File: src/rtl/dump_pkg.sv
// ============================================================================
// Module : dump_pkg
// Brief  : Shared types for the end-of-run dump sequencer.
// Rev    : 1.0  initial release
// ============================================================================
`default_nettype none

package dump_pkg;

    typedef enum logic [1:0] {
        KIND_PC  = 2'd0,
        KIND_REG = 2'd1,
        KIND_MEM = 2'd2
    } kind_t;

    typedef enum logic [1:0] {
        CAUSE_NONE      = 2'd0,
        CAUSE_ZERO_INST = 2'd1,
        CAUSE_TIMEOUT   = 2'd2
    } cause_t;

    typedef enum logic [1:0] {
        ST_RUN      = 2'd0,
        ST_DUMP_REG = 2'd1,
        ST_DUMP_MEM = 2'd2,
        ST_DONE     = 2'd3
    } state_t;

endpackage

`default_nettype wire

File: src/rtl/cycle_budget_counter.sv
// ============================================================================
// Module : cycle_budget_counter
// Brief  : Run-cycle counter that flags expiry on cycle TIMEOUT_CYCLES-1.
// Rev    : 1.0  initial release
// ============================================================================
`default_nettype none

module cycle_budget_counter #(
    parameter int TIMEOUT_CYCLES = 64
) (
    input  logic clk,
    input  logic rst,
    input  logic i_en,
    input  logic i_clr,
    output logic o_expired
);

    localparam int c_CNT_W = (TIMEOUT_CYCLES > 1) ? $clog2(TIMEOUT_CYCLES) : 1;

    logic [c_CNT_W-1:0] r_count;

    assign o_expired = (r_count == c_CNT_W'(TIMEOUT_CYCLES - 1));

    // Saturates on expiry so the count never wraps back below the budget.
    always_ff @(posedge clk or posedge rst) begin
        if (rst) begin
            r_count <= '0;
        end else if (i_clr) begin
            r_count <= '0;
        end else if (i_en && !o_expired) begin
            r_count <= r_count + 1'b1;
        end
    end

endmodule

`default_nettype wire

File: src/rtl/dump_sequencer.sv
// ============================================================================
// Module : dump_sequencer
// Brief  : PC trace while running, then register-file and memory-window dump.
// Rev    : 1.0  initial release
// ============================================================================
`default_nettype none

module dump_sequencer
    import dump_pkg::*;
#(
    parameter int                 DATA_W         = 32,
    parameter int                 NUM_REGS       = 32,
    parameter int                 RF_AW          = 5,
    parameter int                 MEM_AW         = 32,
    parameter logic [MEM_AW-1:0]  MEM_BASE       = 'h4000,
    parameter int                 MEM_WORDS      = 4,
    parameter int                 TIMEOUT_CYCLES = 64,
    parameter int                 TRACE_PC       = 1
) (
    input  logic              clk,
    input  logic              reset,
    input  logic [DATA_W-1:0] pc,
    input  logic [DATA_W-1:0] inst,
    output logic [RF_AW-1:0]  rf_raddr,
    input  logic [DATA_W-1:0] rf_rdata,
    output logic [MEM_AW-1:0] mem_raddr,
    input  logic [DATA_W-1:0] mem_rdata,
    output logic              out_valid,
    input  logic              out_ready,
    output logic [DATA_W-1:0] out_data,
    output logic [1:0]        out_kind,
    output logic              out_last,
    output logic              halted,
    output logic              done,
    output logic [1:0]        halt_cause,
    output logic              trace_drop
);

    localparam int c_IDX_MAX  = (NUM_REGS > MEM_WORDS) ? NUM_REGS : MEM_WORDS;
    localparam int c_IDX_W    = (c_IDX_MAX > 1) ? $clog2(c_IDX_MAX) : 1;
    localparam int c_MEM_LAST = (MEM_WORDS > 0) ? MEM_WORDS - 1 : 0;

    state_t              r_state;
    state_t              w_state_nxt;
    logic [c_IDX_W-1:0]  r_idx;
    logic [c_IDX_W-1:0]  w_idx_nxt;
    cause_t              r_cause;
    logic                r_trace_drop;

    logic                w_in_run;
    logic                w_expired;
    logic                w_zero_inst;
    logic                w_reg_end;
    logic                w_mem_end;
    logic                w_valid;
    logic [DATA_W-1:0]   w_data;
    kind_t               w_kind;
    logic                w_last;
    logic [RF_AW-1:0]    w_rf_addr;
    logic [MEM_AW-1:0]   w_mem_addr;

    assign w_in_run    = (r_state == ST_RUN);
    assign w_zero_inst = (inst == '0);
    assign w_reg_end   = (r_idx == c_IDX_W'(NUM_REGS - 1));
    assign w_mem_end   = (r_idx == c_IDX_W'(c_MEM_LAST));

    cycle_budget_counter #(
        .TIMEOUT_CYCLES (TIMEOUT_CYCLES)
    ) u_budget (
        .clk       (clk),
        .rst       (reset),
        .i_en      (w_in_run),
        .i_clr     (!w_in_run),
        .o_expired (w_expired)
    );

    always_ff @(posedge clk or posedge reset) begin
        if (reset) begin
            r_state      <= ST_RUN;
            r_idx        <= '0;
            r_cause      <= CAUSE_NONE;
            r_trace_drop <= 1'b0;
        end else begin
            r_state <= w_state_nxt;
            r_idx   <= w_idx_nxt;
            if (w_in_run && (w_zero_inst || w_expired)) begin
                r_cause <= w_zero_inst ? CAUSE_ZERO_INST : CAUSE_TIMEOUT;
            end
            if (w_in_run && (TRACE_PC != 0) && !out_ready) begin
                r_trace_drop <= 1'b1;
            end
        end
    end

    always_comb begin
        w_state_nxt = r_state;
        w_idx_nxt   = r_idx;
        w_valid     = 1'b0;
        w_data      = '0;
        w_kind      = KIND_PC;
        w_last      = 1'b0;
        w_rf_addr   = '0;
        w_mem_addr  = '0;
        case (r_state)
            ST_RUN: begin
                // Trace beats are fire-and-forget; the machine never waits on the sink.
                w_valid = (TRACE_PC != 0);
                w_data  = pc;
                if (w_zero_inst || w_expired) begin
                    w_state_nxt = ST_DUMP_REG;
                end
            end
            ST_DUMP_REG: begin
                w_valid   = 1'b1;
                w_rf_addr = RF_AW'(r_idx);
                w_data    = rf_rdata;
                w_kind    = KIND_REG;
                w_last    = (MEM_WORDS == 0) && w_reg_end;
                if (out_ready) begin
                    if (w_reg_end) begin
                        w_idx_nxt   = '0;
                        w_state_nxt = (MEM_WORDS == 0) ? ST_DONE : ST_DUMP_MEM;
                    end else begin
                        w_idx_nxt = r_idx + 1'b1;
                    end
                end
            end
            ST_DUMP_MEM: begin
                w_valid    = 1'b1;
                w_mem_addr = MEM_BASE + MEM_AW'(r_idx);
                w_data     = mem_rdata;
                w_kind     = KIND_MEM;
                w_last     = w_mem_end;
                if (out_ready) begin
                    if (w_mem_end) begin
                        w_idx_nxt   = '0;
                        w_state_nxt = ST_DONE;
                    end else begin
                        w_idx_nxt = r_idx + 1'b1;
                    end
                end
            end
            ST_DONE: begin
                w_state_nxt = ST_DONE;
            end
            default: begin
                w_state_nxt = ST_RUN;
            end
        endcase
    end

    // Reset forces the state to RUN asynchronously, so only the RUN-phase beat needs gating.
    assign out_valid  = w_valid & ~reset;
    assign out_data   = reset ? '0 : w_data;
    assign out_kind   = w_kind;
    assign out_last   = w_last;
    assign rf_raddr   = w_rf_addr;
    assign mem_raddr  = w_mem_addr;
    assign halted     = !w_in_run;
    assign done       = (r_state == ST_DONE);
    assign halt_cause = r_cause;
    assign trace_drop = r_trace_drop;

endmodule

`default_nettype wire

File: config.mk
export PLATFORM = sky130hd
export DESIGN_NAME = dump_sequencer
export DESIGN_NICKNAME = d
export VERILOG_FILES = /design/src/rtl/dump_pkg.sv /design/src/rtl/cycle_budget_counter.sv /design/src/rtl/dump_sequencer.sv
export SDC_FILE = /design/constraint.sdc
export NUM_CORES = 1
export LEC_CHECK = 0
export BUFFER_PORTS_ARGS = -buffer_cell sky130_fd_sc_hd__buf_2
export CORE_MARGIN = 4
export CORE_UTILIZATION = 39
export DETAILED_ROUTE_END_ITERATION = 6
export GPL_TIMING_DRIVEN = 0
export PLACE_DENSITY = 0.87
export SETUP_SLACK_MARGIN = 0.02
export SYNTH_ARGS = -nofsm -noshare
export SYNTH_HDL_FRONTEND = slang
export SYNTH_HIERARCHICAL = 1
export SYNTH_SLANG_ARGS = --single-unit
File: constraint.sdc
create_clock -name clk -period 3 [get_ports clk]
set_input_delay 0.3 -clock clk [delete_from_list [all_inputs] [get_ports clk]]
set_output_delay 0.3 -clock clk [all_outputs]
set_load 0.1 [all_outputs]
Yosys cells after proc, flatten, opt, wreduce, memory -nomap -nowiden:

Cells that the tools add are included.

* register bits after elaboration: 16
* bits in latches: 0
* RAM bits: 0
* memory bits (read-only): 0
* input bits: 131
* output and inout port bits: 78
* word-level logic and storage cells: 56
* memories kept: 0

* add/subtract/negate cells: 3
* $mul: 0
* divide/modulo/power cells: 0
* $lt $le $gt $ge: 0
* equal/unequal tests: 12
* shift-type cells: 0
* muxes and demuxes: 21
* bitwise gates (word level): 2
* reductions and logical operators: 13

Operator list (number)
* case mux 32 bit (3 select lines): 1
* zero test 32 bit: 1
* two-way mux 32 bit: 1
* two-way mux 5 bit: 5
* adder 15 x 5 -> 16 bit (first input constant): 1
* two-way mux 16 bit: 1
* two-way mux 2 bit: 6
* two-way mux 6 bit: 2
* inequality test 2 bit (second input constant): 6
* case mux 5 bit (2 select lines): 1
* case mux 2 bit (4 select lines): 1
* adder 6 x 1 -> 6 bit (second input constant): 1
* equality test 6 bit (second input constant): 1
* adder 5 x 1 -> 5 bit (second input constant): 1
* equality test 5 x 2 -> 1 bit (second input constant): 1
* equality test 5 bit (second input constant): 1
* AND reduction 5 bit: 1
* equality test 2 bit (second input constant): 2
* case mux 2 bit (2 select lines): 1
* logical AND 1 bit: 3
* zero test 1 bit: 3
* AND reduction 3 bit: 1
* OR reduction 3 bit: 1
* equality test 2 x 1 -> 1 bit (second input constant): 1
* 6 further kinds: 7

Longest topological paths before layout:

Gate-level depths: netlist of the first run.

* depth after elaboration: 5
* mapped depth: 8

Cells and area by module:

Netlist of the first run, hierarchy kept.

Modules (own cells, without submodules)
* dump_sequencer: times used 1, cells each 249, area an instance 1702.9 µm², seq. area each 250.2 µm²
* cycle_budget_counter: times used 1, cells each 37, area an instance 369.1 µm², seq. area each 150.1 µm²

Worst setup path before layout of the first run:

Ideal clock, no wire load.

* path type: register -> output
* start: register r_state[1]
* end: output port out_valid
* data arrival time: 2604 ps
* slack: 96 ps
* stages on the path, launching flop included: 5
* buffers on the path: 2
* path through: dfrtp_1 buf_6 buf_4 and2_1 nor2_1

* cells in the longest elaborated chain, start to end: 4

Ends and longest elaborated chain
* start: declaration: RTL line dump_sequencer.sv:43 `state_t r_state;`
* start signal: assignment: RTL line dump_sequencer.sv:84 `r_state <= w_state_nxt;`
* equality test 2 bit, or another cell as far along: RTL line dump_sequencer.sv:104 `case (r_state)`
* OR reduction 3 bit (no line) *
* two-way mux 1 bit *: RTL line dump_sequencer.sv:104
* bitwise AND 1 bit *: RTL line dump_sequencer.sv:153 `assign out_valid = w_valid & ~reset;`
* end: declaration: RTL line dump_sequencer.sv:28 `output logic out_valid,`

Every way passes the cells marked *; elsewhere a longest branch is shown, timed or not.

Worst setup path after layout of the first run:

* start: input port reset
* end: output port out_data[30]

* cells in the longest elaborated chain, start to end: 1

Ends and longest elaborated chain
* start: declaration: RTL line dump_sequencer.sv:21 `input logic reset,`
* two-way mux 32 bit: RTL line dump_sequencer.sv:154 `assign out_data = reset ? '0 : w_data;`
* end: declaration: RTL line dump_sequencer.sv:30 `output logic [DATA_W-1:0] out_data,`

No other way between the ends.

==> results of run 1 <==
[kinds of logic after synthesis]
family	synth area share
flops	0.193
mux	0.155
other cells	0.00181
simple gates	0.292
fa+ha+maj	0.0181
compound gates	0.169
buf+inv	0.171
[cell type report]
class	count	area, um^2
multi-input cells	242	1410
plain buffers	45	322
fillers	480	1920
well taps	70	87.6
inverters	8	32.5
clock buffers	3	41.3
repair buffers	183	921
flip-flops and latches	16	400
[Yosys cell counts, types with 2 or more instances]
| cell type | count | share of area |
|---|---|---|
| and4_4 | 2 | 0.011 |
| dfrtp_1 | 16 | 0.19 |
| nor3_1 | 3 | 0.0072 |
| a21oi_1 | 36 | 0.087 |
| nand4_1 | 4 | 0.012 |
| clkbuf_1 | 8 | 0.014 |
| buf_4 | 30 | 0.11 |
| o311ai_1 | 2 | 0.0085 |
| nand3_2 | 2 | 0.0097 |
| inv_1 | 7 | 0.013 |
| a31oi_1 | 4 | 0.012 |
| and2_1 | 12 | 0.036 |
| buf_6 | 5 | 0.027 |
| buf_2 | 2 | 0.0048 |
| nor3b_1 | 2 | 0.0072 |
| nand3_1 | 3 | 0.0072 |
| ha_1 | 3 | 0.018 |
| nand2_1 | 11 | 0.020 |
| mux2i_1 | 32 | 0.15 |
| nor4_1 | 8 | 0.024 |
| nor2_1 | 70 | 0.13 |
| o21ai_0 | 3 | 0.0072 |
[registers in the layout (all words and copies together) (netlist names)]
signal,flops
halt_cause,2
u_budget/r_count,6
r_state,2
trace_drop,1
r_idx,5
[timing repair]
item | CTS | global route
buffers inserted | 0 | 0
hold buffers | 1 | 0
endpoints found under the hold margin | 6 | 0
[metal layers]
metal  GRT usage  vias to the layer above
met5           0                        -
met4      0.0811                        0
met3      0.0310                       12
met2       0.424                      146
met1       0.222                     1234
li1            -                     1362
[stage by stage]
| stage | hold WS, ns | instance area (um^2) | power (mW) | cells |
|---|---|---|---|---|
| global route | 0.345 | 3220 | 0.921 | 567 |
| floorplan | 0.0910 | 2170 | 0.611 | 311 |
| global placement | 0.238 | 3160 | 0.722 | 563 |
| finish | 0.328 | 3220 | 0.886 | 567 |
| detailed placement | 0.239 | 3160 | 0.727 | 563 |
| CTS | 0.333 | 3220 | 0.890 | 567 |
[worst reg2reg max path: stages (launching register included)]
cell      delay, ns
dfrtp_1        0.34
buf_6          0.17
or2_1          0.12
clkbuf_1       0.41
inv_1          0.17
buf_6          0.18
and4_4         0.20
and4_4         0.19
a211oi_2       0.20
[power groups by stage]
| stage | clock network (mW) | logic (mW) | registers [mW] |
|---|---|---|---|
| finish | 0.160 | 0.511 | 0.216 |
| global placement | 0 | 0.502 | 0.220 |
| floorplan | 0 | 0.392 | 0.220 |
| CTS | 0.164 | 0.510 | 0.216 |
| global route | 0.170 | 0.535 | 0.216 |
| detailed placement | 0 | 0.508 | 0.220 |
[worst max-delay path by stage]
stage | startpoint | endpoint | slack, ns | cells after the start
2_1_floorplan | r_state[1]$_DFFE_PP0P_ | out_valid | 0.1 | 4
3_3_place_gp | r_state[1]$_DFFE_PP0P_ | u_budget/r_count[5]$_DFFE_PP0P_ | 1.00 | 8
3_5_place_dp | r_state[1]$_DFFE_PP0P_ | u_budget/r_count[5]$_DFFE_PP0P_ | 0.97 | 8
4_1_cts | reset | out_data[30] | 0.64 | 6
5_1_grt | reset | out_data[27] | 0.58 | 6
6_report | reset | out_data[30] | 0.67 | 6
==> results.json, run 1 <==
{
  "status": "completed",
  "detail_route.wl_per_cell_um": 13.5,
  "cts_resized": 0,
  "ant_nets": 0,
  "dp_hpwl_um": 6440,
  "drt-initial-drc-count": 73,
  "vias": 2754,
  "synth_area_um2": 2070,
  "worstPathRequired_ns": 2.70,
  "layout_setup_ws_ns": 0.671,
  "rsz0062_at_grt": "false",
  "clk_pin_slew_ns": 0.06,
  "tns_ns": 0,
  "r2r-start": "r_state[1]$_DFFE_PP0P_",
  "antenna_found_initial": 0,
  "finalSetupViolations": 0,
  "critPathLaunchType": "input port",
  "mostFrequentLayoutCells": "buf_2, nor2_1, a21oi_1",
  "dp_slack_ns": 0.971,
  "rows": 26,
  "clock_skew_ns": 0.00180,
  "cp_slowest_cell": "dlygate4sd3_1",
  "yosysSeqAreaShare": 0.193,
  "max-vdd-ir-drop_mv": 0.225,
  "core_um2": 5140,
  "max_stage_delay_ns": 0.52,
  "critPathKind": "input port to primary output",
  "crit_chain": "dlygate4sd3_1 > buf_2 > clkbuf_1 > clkbuf_1 > nor2_1 > buf_2",
  "met3_length_um": 747,
  "p_seq_frac": 0.244,
  "numPortBuffers": 182,
  "die_y_um": 80.9,
  "post-route-min-period_ns": 2.33,
  "critPathMaxFanout": 10,
  "syn_to_final_growth_pct": 55.2,
  "avgSynthCellArea_um2": 7.24,
  "async_flop_share": 1.00,
  "regToRegSetupSlack_ns": 0.96,
  "powerDensity_nw_per_um2": 276,
  "final-max-slew-violation-count": 0,
  "synthCells": 286,
  "place_congestion": 0.861,
  "path_delay_family": "buffers and inverters",
  "ys_ff_latch": 16,
  "min_path_cells": 2,
  "max_slew.worst_pin.slew_ns": 0.521,
  "period_share": 0.776,
  "clock_power_share": 0.180,
  "dieArea_um2": 6540,
  "hold_class": "input port to register",
  "cp_num_buf_inv": 5,
  "drtPass1Iterations": 4,
  "cap_violations": 0,
  "p_comb_frac": 0.576,
  "critPathArrivalTime_ns": 2.03,
  "hold_path.startpoint": "out_ready",
  "ioPinCount": 209,
  "synth-edff-count": 0,
  "grt-ovfl-total": 0,
  "layout-drive-gt1-share": 0.471,
  "cts_tree": "done",
  "power.share.switching": 0.519,
  "fmax_mhz": 429,
  "clock-root-buffer": "clkbuf_8",
  "htreeDepth": 1,
  "grt_pass1_vias": 2577,
  "synth_top_flop_cell": "dfrtp_1",
  "wl_met2_um": 4080,
  "hold_viol_final": 0,
  "post-route-util": 0.626,
  "nNetsFinal": 633,
  "start_util": 0.403,
  "gr-usage-all-layers": 0.213,
  "die_w_um": 80.9,
  "switchingPower_uw": 460,
  "grt_pass1_wl_um": 11300,
  "relSlewSlack": 0.653,
  "drc": 0,
  "intPower_uw": 427,
  "hold_end": "trace_drop$_DFFE_PP0P_",
  "antenna_cells": 0,
  "grt_max_degree": 13,
  "synth_cell_types": 43,
  "drt_wl_total_um": 7680,
  "r2r_cells": 8,
  "numCtsBuffers": 3,
  "clockBufferDepth": 2,
  "end_kind": "primary output",
  "clock_sinks": 16,
  "r2r_end": "u_budget/r_count[5]$_DFFE_PP0P_",
  "highest_layer": "met4",
  "final_common_cell": "buf_2",
  "clkLatencyLatePin_ns": 0.25,
  "wl_met1_um": 2700,
  "power.leakage_nw": 1.78,
  "yosysWarningCount": 6,
  "viasPerCell": 4.86
}
No activity file was read; power rests on OpenSTA's default activity.
==> run 2: changes to the inputs <==
CORE_UTILIZATION = 33   (was 39)
PLACE_DENSITY = 0.78   (was 0.87)
clock period = 2.1 ns   (was 3 ns; I/O delays follow)
==> run 2 against run 1 <==
Die area is 16% higher. Critical path depth is 2 higher. Worst hold slack worse by 0.082 ns. Register-to-register slack worse by 0.70 ns. Final cell count is 1.1% higher. Combinational power is 50% higher. Sequential power is 43% higher. Via count is 0.18% lower. Worst setup slack worse by 0.61 ns. Largest cell class unchanged. Clock power is 43% higher. Flip-flop and latch count stayed put. Utilization is 5.4 points lower.
==> results.json, run 2 (same netlist as run 1, synthesis figures left out) <==
{
  "cp_num_buf_inv": 5,
  "grt_pass1_wl_um": 11900,
  "clkLatencyLatePin_ns": 0.24,
  "fin_area_um2": 3430,
  "hold_path.startpoint": "out_ready",
  "clockBufferDepth": 2,
  "numCtsBuffers": 3,
  "p_seq_frac": 0.237,
  "fmax_mhz": 490,
  "reg_top3": "u_budget/r_count x6, r_idx x5",
  "regArea_um2": 400,
  "critPathMaxFanout": 10,
  "dpl.cell_count": 568,
  "critPathArrivalTime_ns": 1.83,
  "crit_chain": "buf_6 > nor2b_4 > buf_4 > buf_6 > buf_6 > a21oi_1 > nor2_4 > buf_4",
  "layout-drive-gt1-share": 0.553,
  "regToRegSetupSlack_ns": 0.26,
  "start_util": 0.346,
  "regMostFlops": "u_budget/r_count",
  "power.share.switching": 0.516,
  "max_stage_delay_ns": 0.37,
  "post-route-min-period_ns": 2.04,
  "grt_max_degree": 13,
  "post-route-util": 0.572,
  "cts_setup_buffers": 0,
  "detail_route.wl_per_cell_um": 14.1,
  "htreeDepth": 1,
  "intPower_uw": 631,
  "clock-root-buffer": "clkbuf_8",
  "path_delay_family": "buffers and inverters",
  "nNetsFinal": 633,
  "whs_ns": 0.246,
  "critPathKind": "register to primary output",
  "relSlewSlack": 0.566,
  "ant_nets": 0,
  "core_um2": 5990,
  "viasPerCell": 4.80,
  "syn_to_final_growth_pct": 65.4,
  "ioPinCount": 209,
  "grt-ovfl-total": 0,
  "hold_class": "input port to register",
  "drc": 0,
  "multi_input_comb_area_um2": 1520,
  "r2r_cells": 8,
  "r2r_end": "u_budget/r_count[5]$_DFFE_PP0P_",
  "powerDensity_nw_per_um2": 380,
  "r2r-start": "r_state[1]$_DFFE_PP0P_",
  "worstPathRequired_ns": 1.89,
  "switchingPower_uw": 672,
  "final_common_cell": "buf_2",
  "clk_pin_slew_ns": 0.06,
  "power.leakage_nw": 1.80,
  "mostFrequentLayoutCells": "buf_2, buf_4, nor2_1",
  "drt_wl_total_um": 8070,
  "place_congestion": 0.952,
  "largest_reg_flops": 6,
  "clock_power_share": 0.175,
  "gr-usage-all-layers": 0.193,
  "dp_hpwl_um": 6670,
  "dieArea_um2": 7610,
  "clock_skew_ns": 0.000916,
  "critPathLaunchType": "register",
  "cp_slowest_cell": "dfrtp_1",
  "final-max-slew-violation-count": 0,
  "rsz0062_at_grt": "true",
  "hold_end": "trace_drop$_DFFE_PP0P_",
  "end_kind": "primary output",
  "numPortBuffers": 182,
  "fill_cells": 558,
  "vias": 2749,
  "grt_pass1_vias": 2550,
  "finalPower_mw": 1.30,
  "cts_tree": "done",
  "drtPass1Iterations": 4,
  "rows": 28,
  "min_path_cells": 2,
  "status": "completed",
  "max_slew.worst_pin.slew_ns": 0.652,
  "hold_viol_final": 0,
  "p_comb_frac": 0.588,
  "instances_no_fill": 573,
  "antenna_found_initial": 1,
  "drt-initial-drc-count": 46,
  "clock_sinks": 16,
  "placed_area_um2": 3280,
  "cpMostUsedCell": "buf_6",
  "finalSetupViolations": 0,
  "die_y_um": 87.2,
  "max-vdd-ir-drop_mv": 0.316,
  "cap_violations": 0,
  "die_w_um": 87.2,
  "period_share": 0.972
}
==> run 2: cell count changes in the layout (fill, tap and decap cells not counted), moves of 2 or more <==
cell,previous run,this run
nor2_1,70,37
buf_2,184,153
nor2_2,0,29
buf_4,30,49
clkbuf_4,0,11
and2_1,12,7
and2_2,0,5
nor2_4,0,4
buf_6,5,7
clkbuf_1,8,6
==> run 2: worst max path at each step <==
stage              endpoint  slack [ns]  depth (start not counted)                    from
2_1_floorplan     out_valid       -0.25                          4  r_state[1]$_DFFE_PP0P_
3_3_place_gp   out_data[26]        0.11                          5                   reset
3_5_place_dp   out_data[24]         0.1                          5                   reset
4_1_cts            out_last        0.03                          5    r_idx[1]$_DFFE_PP0P_
5_1_grt        out_data[30]       -0.04                          7  r_state[1]$_DFFE_PP0P_
6_report       out_data[29]        0.06                          8  r_state[0]$_DFFE_PP0P_
==> run 2: timing repair <==
item                                    CTS  global route
hold endpoints to repair                  6             0
gates resized for setup                   9            40
hold buffers                              1             0
endpoints found under the setup margin    9            28
==> run 2: final cells by class <==
class | instances | area share
Multi-Input combinational cell | 242 | 0.445
Sequential cell | 16 | 0.117
Tap cell | 75 | 0.0274
Timing Repair Buffer | 183 | 0.292
Inverter | 8 | 0.00949
Clock buffer | 3 | 0.0120
Antenna cell | 1 | 0.000730
Buffer | 45 | 0.0964
==> run 2: metrics by stage <==
stage | setup TNS (ns) | setup slack (ns)
6_report | 0 | 0.0590
3_3_place_gp | 0 | 0.107
2_1_floorplan | -0.252 | -0.252
5_1_grt | -0.0889 | -0.0384
4_1_cts | 0 | 0.0311
3_5_place_dp | 0 | 0.0984
==> run 2: worst reg2reg max path: cells and delay by family (launching register included) <==
| kind | cells | cell delay [ns] |
|---|---|---|
| flip-flops | 1 | 0.37 |
| buffers and inverters | 4 | 0.63 |
| AND/OR/NAND/NOR | 3 | 0.67 |
| AO/OA/AOI/OAI | 1 | 0.06 |
==> run 2: power groups by stage <==
| stage | logic, mW | registers [mW] | clock network, mW |
|---|---|---|---|
| 2_1_floorplan | 0.582 | 0.314 | 0 |
| 3_3_place_gp | 0.741 | 0.314 | 0 |
| 3_5_place_dp | 0.746 | 0.314 | 0 |
| 4_1_cts | 0.752 | 0.308 | 0.230 |
| 5_1_grt | 0.802 | 0.308 | 0.248 |
| 6_report | 0.767 | 0.308 | 0.228 |
==> run 2: metal layers <==
layer  wire length (um)  up-vias  track usage
li1                   -     1363            -
met5                  0        -            0
met3                781       18       0.0322
met1               3020     1221        0.221
met4                194        0       0.0656
met2               4080      147        0.359
